===== src/rtl/clk_div_pkg.sv =====
// Shared types and helpers for the run-time clock divider controller.
package clk_div_pkg;

    localparam int CNT_W_DEF = 32;

    typedef enum logic [1:0] {IDLE, RUN, STOP} state_t;

    // Half-period in input clock cycles for a requested output frequency.
    function automatic int unsigned half_from_freq(input int unsigned clk_in,
                                                   input int unsigned f_out);
        return clk_in / f_out / 2;
    endfunction

endpackage


===== src/rtl/clk_div_core.sv =====
// Counter datapath: counts each level, toggles clk_div at boundaries and
// produces the rise/fall ticks. Holds the half-period currently in use.
module clk_div_core #(
    parameter int          CNT_W    = 32,
    parameter int unsigned DEF_HALF = 10000000
)(
    input  logic             clk,
    input  logic             rst,
    input  logic             run,
    input  logic             start,
    input  logic             clear,
    input  logic             load_half,
    input  logic [CNT_W-1:0] half_in,
    output logic             boundary,
    output logic             clk_div,
    output logic             tick_rise,
    output logic             tick_fall
);

    logic [CNT_W-1:0] count;
    logic [CNT_W-1:0] active_half;

    assign boundary = run && (count == active_half - CNT_W'(1));

    // A boundary load takes effect for the level that starts at this edge,
    // since the new level is counted against active_half from the next cycle.
    always_ff @(posedge clk) begin
        if (rst) begin
            count       <= '0;
            clk_div     <= 1'b0;
            tick_rise   <= 1'b0;
            tick_fall   <= 1'b0;
            active_half <= CNT_W'(DEF_HALF);
        end else begin
            tick_rise <= 1'b0;
            tick_fall <= 1'b0;
            if (load_half)
                active_half <= half_in;
            if (start) begin
                clk_div   <= 1'b1;
                tick_rise <= 1'b1;
                count     <= '0;
            end else if (clear) begin
                clk_div <= 1'b0;
                count   <= '0;
            end else if (boundary) begin
                count     <= '0;
                clk_div   <= !clk_div;
                tick_rise <= !clk_div;
                tick_fall <= clk_div;
            end else if (run) begin
                count <= count + CNT_W'(1);
            end
        end
    end

endmodule


===== src/rtl/clk_div_ctrl.sv =====
// Start/stop sequencing and half-period reconfiguration for the clock divider,
// guaranteeing every high and low level of clk_div is full length.
module clk_div_ctrl
    import clk_div_pkg::*;
#(
    parameter int unsigned CLK_IN   = 20000000,
    parameter int          CNT_W    = CNT_W_DEF,
    parameter int unsigned DEF_HALF = half_from_freq(CLK_IN, 1)
)(
    input  logic             clk,
    input  logic             rst,
    input  logic             en,
    input  logic             cfg_valid,
    input  logic [CNT_W-1:0] cfg_half,
    output logic             cfg_ready,
    output logic             cfg_err,
    output logic             clk_div,
    output logic             tick_rise,
    output logic             tick_fall,
    output logic             busy
);

    state_t           state;
    logic             pend_valid;
    logic [CNT_W-1:0] pend_half;
    logic             accept;
    logic             cfg_zero;
    logic             boundary;
    logic             run;
    logic             start;
    logic             clear;
    logic             load_half;

    assign accept    = cfg_valid && cfg_ready;
    assign cfg_zero  = (cfg_half == '0);
    assign run       = (state != IDLE);
    assign start     = (state == IDLE) && en;
    // Dropping en while low stops at once: the output is already low.
    assign clear     = (state == RUN) && !en && !clk_div;
    assign load_half = pend_valid && ((state == IDLE) || boundary);

    clk_div_core #(
        .CNT_W    (CNT_W),
        .DEF_HALF (DEF_HALF)
    ) u_core (
        .clk       (clk),
        .rst       (rst),
        .run       (run),
        .start     (start),
        .clear     (clear),
        .load_half (load_half),
        .half_in   (pend_half),
        .boundary  (boundary),
        .clk_div   (clk_div),
        .tick_rise (tick_rise),
        .tick_fall (tick_fall)
    );

    // Accept and apply are exclusive: accepting needs pend_valid low, applying needs it high.
    always_ff @(posedge clk) begin
        if (rst) begin
            state      <= IDLE;
            busy       <= 1'b0;
            pend_valid <= 1'b0;
            pend_half  <= '0;
            cfg_ready  <= 1'b1;
            cfg_err    <= 1'b0;
        end else begin
            cfg_err <= accept && cfg_zero;
            if (accept && !cfg_zero) begin
                pend_valid <= 1'b1;
                pend_half  <= cfg_half;
                cfg_ready  <= 1'b0;
            end else if (load_half) begin
                pend_valid <= 1'b0;
                cfg_ready  <= 1'b1;
            end

            case (state)
                IDLE: begin
                    if (en) begin
                        state <= RUN;
                        busy  <= 1'b1;
                    end
                end
                RUN: begin
                    if (!en) begin
                        if (!clk_div || boundary) begin
                            state <= IDLE;
                            busy  <= 1'b0;
                        end else begin
                            state <= STOP;
                        end
                    end
                end
                STOP: begin
                    if (en) begin
                        state <= RUN;
                    end else if (boundary) begin
                        state <= IDLE;
                        busy  <= 1'b0;
                    end
                end
                default: begin
                    state <= IDLE;
                    busy  <= 1'b0;
                end
            endcase
        end
    end

endmodule


===== config.mk =====
export PLATFORM = sky130hd
export DESIGN_NAME = clk_div_ctrl
export DESIGN_NICKNAME = d
export VERILOG_FILES = /design/src/rtl/clk_div_pkg.sv /design/src/rtl/clk_div_core.sv /design/src/rtl/clk_div_ctrl.sv
export SDC_FILE = /design/constraint.sdc
export NUM_CORES = 1
export LEC_CHECK = 0
export CORE_ASPECT_RATIO = 0.5
export CORE_MARGIN = 8
export CORE_UTILIZATION = 35
export DETAILED_ROUTE_END_ITERATION = 12
export SYNTH_ARGS = -nofsm -noshare
export SYNTH_HDL_FRONTEND = slang
export SYNTH_SLANG_ARGS = --single-unit

===== constraint.sdc =====
create_clock -name clk -period 3.5 [get_ports clk]
set_input_delay 0.7 -clock clk [delete_from_list [all_inputs] [get_ports clk]]
set_output_delay 0.7 -clock clk [all_outputs]
set_load 0.05 [all_outputs]

## After elaboration in Yosys (flattened, before gate mapping)

Cells that the tools add are included.

| storage, ports and cells | value |
|---|---|
| flip-flop bits (word level) | 105 |
| output and inout bits | 6 |
| logic and storage cells | 67 |

| cells by class | value |
|---|---|
| add/subtract/negate cells | 2 |
| mux-type cells | 22 |
| bitwise logic cells | 1 |
| equal/unequal tests | 9 |
| reduce and logical (&&, ||, !) cells | 22 |

Operators by type and width:

| kind | count |
|---|---|
| $add 32x1->32 const B | 1 |
| $eq 32x32->1 | 1 |
| $logic_not 32->1 | 1 |
| $sub 32x1->32 const B | 1 |
| $mux 1 | 15 |
| $mux 2 | 5 |
| $logic_and 1x1->1 | 8 |
| $ne 2x2->1 const B | 4 |
| $reduce_or 4->1 | 2 |
| $pmux 2 s3 | 1 |
| $reduce_and 5->1 | 1 |
| $reduce_bool 2->1 | 2 |
| $logic_not 1->1 | 3 |
| $ne 3x3->1 const B | 1 |
| $pmux 1 s3 | 1 |
| $reduce_and 3->1 | 1 |
| $reduce_bool 3->1 | 1 |
| $eq 2x1->1 const B | 1 |
| $eq 2x2->1 const B | 1 |
| $logic_not 2->1 | 1 |
| $logic_or 1x1->1 | 2 |
| $ne 2x1->1 const B | 1 |
| $not 1->1 | 1 |

## Longest topological paths before layout

Gate-level depths: netlist of the first run.

| logic depth | value |
|---|---|
| word-level depth | 7 |
| depth in mapped cells | 12 |
| depth with buffers taken out | 10 |

## By module

From an unflattened synthesis of the first run, not the netlist that was laid out.

| second synthesis, totals | value |
|---|---|
| cells, all modules | 643 |
| area, all modules | 5,708.0 um2 |

By module, submodules not included:

| module | cells each | seq. area each (um2) | area an instance (um2) | instances |
|---|---|---|---|---|
| clk_div_core | 465 | 1,341.3 | 3,903.7 | 1 |
| clk_div_ctrl | 178 | 760.7 | 1,804.2 | 1 |

## Least setup slack after synthesis of the first run

OpenSTA, ideal clock, no wires.

| path | value |
|---|---|
| kind | reg-to-reg |
| from | reg u_core.active_half[0] |
| to | reg u_core.active_half[0] |
| path buffers | 2 |
| setup time | 0.095 ns |
| data arrival time | 3.273 ns |
| stages on the path, launching flop included | 13 |
| slack | 0.132 ns |
| cell sequence | dfxtp_1 > inv_1 > ha_1 > nor4b_4 > nand3_4 > or3_1 > o41ai_2 > nor4b_2 > or4b_1 > buf_6 > buf_6 > or4_1 > o311ai_1 |

| on the way | value |
|---|---|
| longest elaborated chain between the ends | 5 |

Ends and longest elaborated chain:

| what | RTL line | RTL |
|---|---|---|
| start: declaration | clk_div_core.sv:21 | `logic [CNT_W-1:0] active_half;` |
| start signal: assignment | clk_div_core.sv:33 | `active_half <= CNT_W'(DEF_HALF);` |
| start signal: assignment | clk_div_core.sv:38 | `active_half <= half_in;` |
| $sub 32x1->32 | clk_div_core.sv:23 | `assign boundary = run && (count == active_half - CNT_W'(1));` |
| $eq 32x32->1 | clk_div_core.sv:23 |  |
| $logic_and 1x1->1 | clk_div_core.sv:23 |  |
| $logic_or 1x1->1 | clk_div_ctrl.sv:40 | `assign load_half = pend_valid && ((state == IDLE) \|\| boundary);` |
| $logic_and 1x1->1 | clk_div_ctrl.sv:40 |  |

No other way between the ends.
A chain may end at the register's enable or synchronous reset.

## Worst setup path in the final report of the first run

| path | value |
|---|---|
| from | reg u_core.active_half[1] |
| to | reg u_core.active_half[5] |

Same word-level chain as after synthesis.

==> impl_metrics.toml, run 1 <==
[status]
status = "complete, no violations"

[power_and_ir_drop]
power.density_cell_area_mw_per_mm2 = 366
totalPowerFinal_mw = 2.78
ir_worst_vdd_mv = 0.254
power.static_leakage_nw = 2.47

[logic_synthesis]
mean_cell_area_of_the_mapped_netlist_sq_um = 8.15
synth_flop_cell = "sky130_fd_sc_hd__dfxtp_1"
asr_flop_ratio_synth = 0
synth_edf_count = 0
post_synth_most_frequent_cells = "105 x sky130_fd_sc_hd__dfxtp_1, 83 x sky130_fd_sc_hd__nand2_1, 64 x sky130_fd_sc_hd__nor2_1, 58 x sky130_fd_sc_hd__clkbuf_1, 48 x sky130_fd_sc_hd__nor3_1"
synth-warning-count = 0
synth_largest_area_cell = "sky130_fd_sc_hd__dfxtp_1"
synth_most_common_cell = "sky130_fd_sc_hd__dfxtp_1"
syn_area_sq_mm = 0.00641
synthesis.nets = 825
top_area_cells_in_the_synthesized_netlist = "sky130_fd_sc_hd__dfxtp_1 33%, sky130_fd_sc_hd__xnor2_1 5.9%, sky130_fd_sc_hd__mux2i_1 5.0%"
postSynthRegisterBits = 105
synth_largest_type_area_fraction = 0.328
synth.lib_cells_used.distinct = 67
syn_inst_count = 787
synth_seq_area_share = 0.328

[worst_hold_path]
worst_hold_path.endpoint = "pend_half[18]"
min_from = "pend_half[18]"
worst_hold_path.num_cells = 2
worst_hold_path_type = "reg -> reg"

[setup_path]
timing.critical_path.cells = "inv_1, ha_2, nor4b_4, nand3_4, or3_4, o41ai_4, nor4b_4, or4b_4, clkbuf_16, or4_1, o311ai_2"
arrival_ns = 3.66
timing.critical_path.from_type = "flop"
critical_path.slowest_cell = "sky130_fd_sc_hd__or4b_4"
worstPathBufferInverterCount = 2
worst-path-max-fanout = 7
worst-r2r-cell-count = 11
worstSetupPathType = "reg -> reg"
worst-r2r-setup-slack_ns = 0.11
crit_family = "simple AND/OR/NAND/NOR gates"
worst_path_depth = 11
worstSetupStartpoint = "u_core.active_half[1]"
critical_path.most_common_cell = "sky130_fd_sc_hd__nor4b_4"
data_required_critical_path_ns = 3.77
r2r-start = "u_core.active_half[1]"
largest_stage_delay_on_the_critical_path_ns = 0.57
regToRegEndpoint = "u_core.active_half[5]"
end_kind = "flop"

[job]
cap_viol_max_count = 0

[timing]
post-route-min-period_ns = 3.39
timing.fmax_ghz = 0.295
final-hold-violation-count = 0
finalSetupTns_ns = 0
worst_slew_slack_as_a_fraction_of_its_limit = 0.431
finalClockSkew_ns = 0.00924
setup_slack_ns = 0.106
timing_max_transition_violations_final = 0
finalSetupViolCount = 0
worst_slew_pin_slew_ns = 0.853
post_route_clock_period_utilization = 0.970

[floorplanning]
ios = 42
fp.dieW_um = 207
design.die.area_sq_mm = 0.0232
initial_core_util = 0.353
fp.coreArea_sq_mm = 0.0182
fp-row-count = 35
die_h_um = 112

[placed_design]
place_hpwl_um = 12700
port_buffers = 41
post-place-ws_ns = 0.101
globalplace.congestion = 0.889

[layout]
nFillCells = 1777
final_nets = 845
antenna_cells_inserted = 0
area.growth.synth_to_final_pct = 18.5
drive_above_1_share = 0.111

[clocking]
clock_root_buffer = "sky130_fd_sc_hd__clkbuf_16"
numCtsBuffers = 9
h_tree_level_count = 3
clock_sink_count = 105
clkTransAtPathRegs_ns = 0.08
latest_clock_arrival_within_the_worst_skew_pair_ns = 0.36
clock_buffer_depth = 2
cts_tree = "done"

[global_route]
first_pass_grt_wire_length_um = 29700
globalRoute.totalOverflow = 0
grt_pass1_vias = 5610
groute.usage.overall = 0.152
grt_start_max_net_pins = 153
antenna_found_initial = 0

[drt]
wire_per_inst_um = 17.7
first_iter_violations = 671
drt-vias-per-instance = 5.88
firstDrtPassIters = 6
route.antenna.remaining_nets = 0
route.vias.total = 6183
route.detailed.drc = 0
detail_route.wirelength_um = 18600
## worst max path at each step
stage / slack (ns) / to
floorplan: 0.13 / u_core.active_half[0]
global placement: 0.18 / u_core.active_half[4]
detailed placement: 0.10 / u_core.active_half[5]
CTS: 0.04 / u_core.active_half[8]
global route: -0.04 / u_core.active_half[5]
finish: 0.11 / u_core.active_half[5]
## cells in the final DEF, fill, tap and decap left out, drive strengths merged, types with 25 or more instances in the layout
cell and count:
a211oi 42, a31oi 30, buf 44, clkdlybuf4s50 40
dfxtp 105, mux2i 32, nand2 83, nor2 65
nor3 49, o311ai 27, or4 27, xnor2 43
xor2 25
## timing repair
item | CTS | global route
hold buffers | 0 | 0
endpoints found under the hold margin | 0 | 0
endpoints found under the setup margin | 0 | 67
resized for setup | 0 | 17
setup buffers | 0 | 7
## cells by family after synthesis
group | Yosys count | synth area share
simple gates | 330 | 0.277
compound gates | 158 | 0.186
flops | 105 | 0.328
buf+inv | 91 | 0.0607
xor+xnor | 68 | 0.0929
mux | 33 | 0.0517
fa+ha+maj | 2 | 0.00390
## per-stage QoR
step / hold WS (ns) / cell area, sq um / std cells / util
4_1_cts: 0.509 / 7400 / 1042 / 0.407
6_report: 0.506 / 7600 / 1052 / 0.418
3_3_place_gp: 0.476 / 7110 / 1026 / 0.391
5_1_grt: 0.534 / 7600 / 1052 / 0.418
3_5_place_dp: 0.487 / 7110 / 1026 / 0.391
2_1_floorplan: 0.463 / 6410 / 787 / -
## routing by layer
layer / up-vias / track usage / part of all wire
met4: 0 / 0.0355 / 0.010
met1: 2951 / 0.228 / 0.51
li1: 2994 / - / -
met2: 224 / 0.218 / 0.42
met3: 14 / 0.0280 / 0.067
met5: - / 0 / 0
## flip-flops by register name (all words and copies together), names as in the netlist
signal,count
cfg_ready,1
u_core.active_half,32
u_core.count,32
pend_half,32
u_core.tick_rise,1
cfg_err,1
state,2
u_core.tick_fall,1
u_core.clk_div,1
busy,1
pend_valid,1
## final cells by class
| cell class | count | area, sq um | share of cell area |
|---|---|---|---|
| clock buffers | 10 | 229 | 0.0301 |
| clock inverters | 6 | 61.3 | 0.00807 |
| inverters | 14 | 52.6 | 0.00691 |
| multi-input cells | 591 | 4010 | 0.527 |
| flip-flops and latches | 105 | 2100 | 0.277 |
| well taps | 240 | 300 | 0.0395 |
| repair buffers | 86 | 847 | 0.111 |
## worst register-to-register path, delay by kind of cell (launching register included)
kind            cells  cell delay (ns)
simple gates        6             2.12
compound gates      2             0.47
flops               1             0.32
buf+inv             2             0.26
fa+ha+maj           1             0.17
## where the power goes
| part | internal [mW] | switching [mW] |
|---|---|---|
| Clock | 0.502 | 0.508 |
| Sequential | 1.24 | 0.0606 |
| Combinational | 0.203 | 0.267 |
No activity file was read; power rests on OpenSTA's default activity.
==> run 2: changes to the inputs <==
Settings changed: HOLD_SLACK_MARGIN set to 0.1.
==> results of run 2 <==
Final layout, timing and power as in run 1 (identical DEF).
==> run 3: changes to the inputs <==
Settings changed: CTS_CLUSTER_SIZE set to 25.
==> results of run 3 <==
Final layout, timing and power as in run 1 (identical DEF).
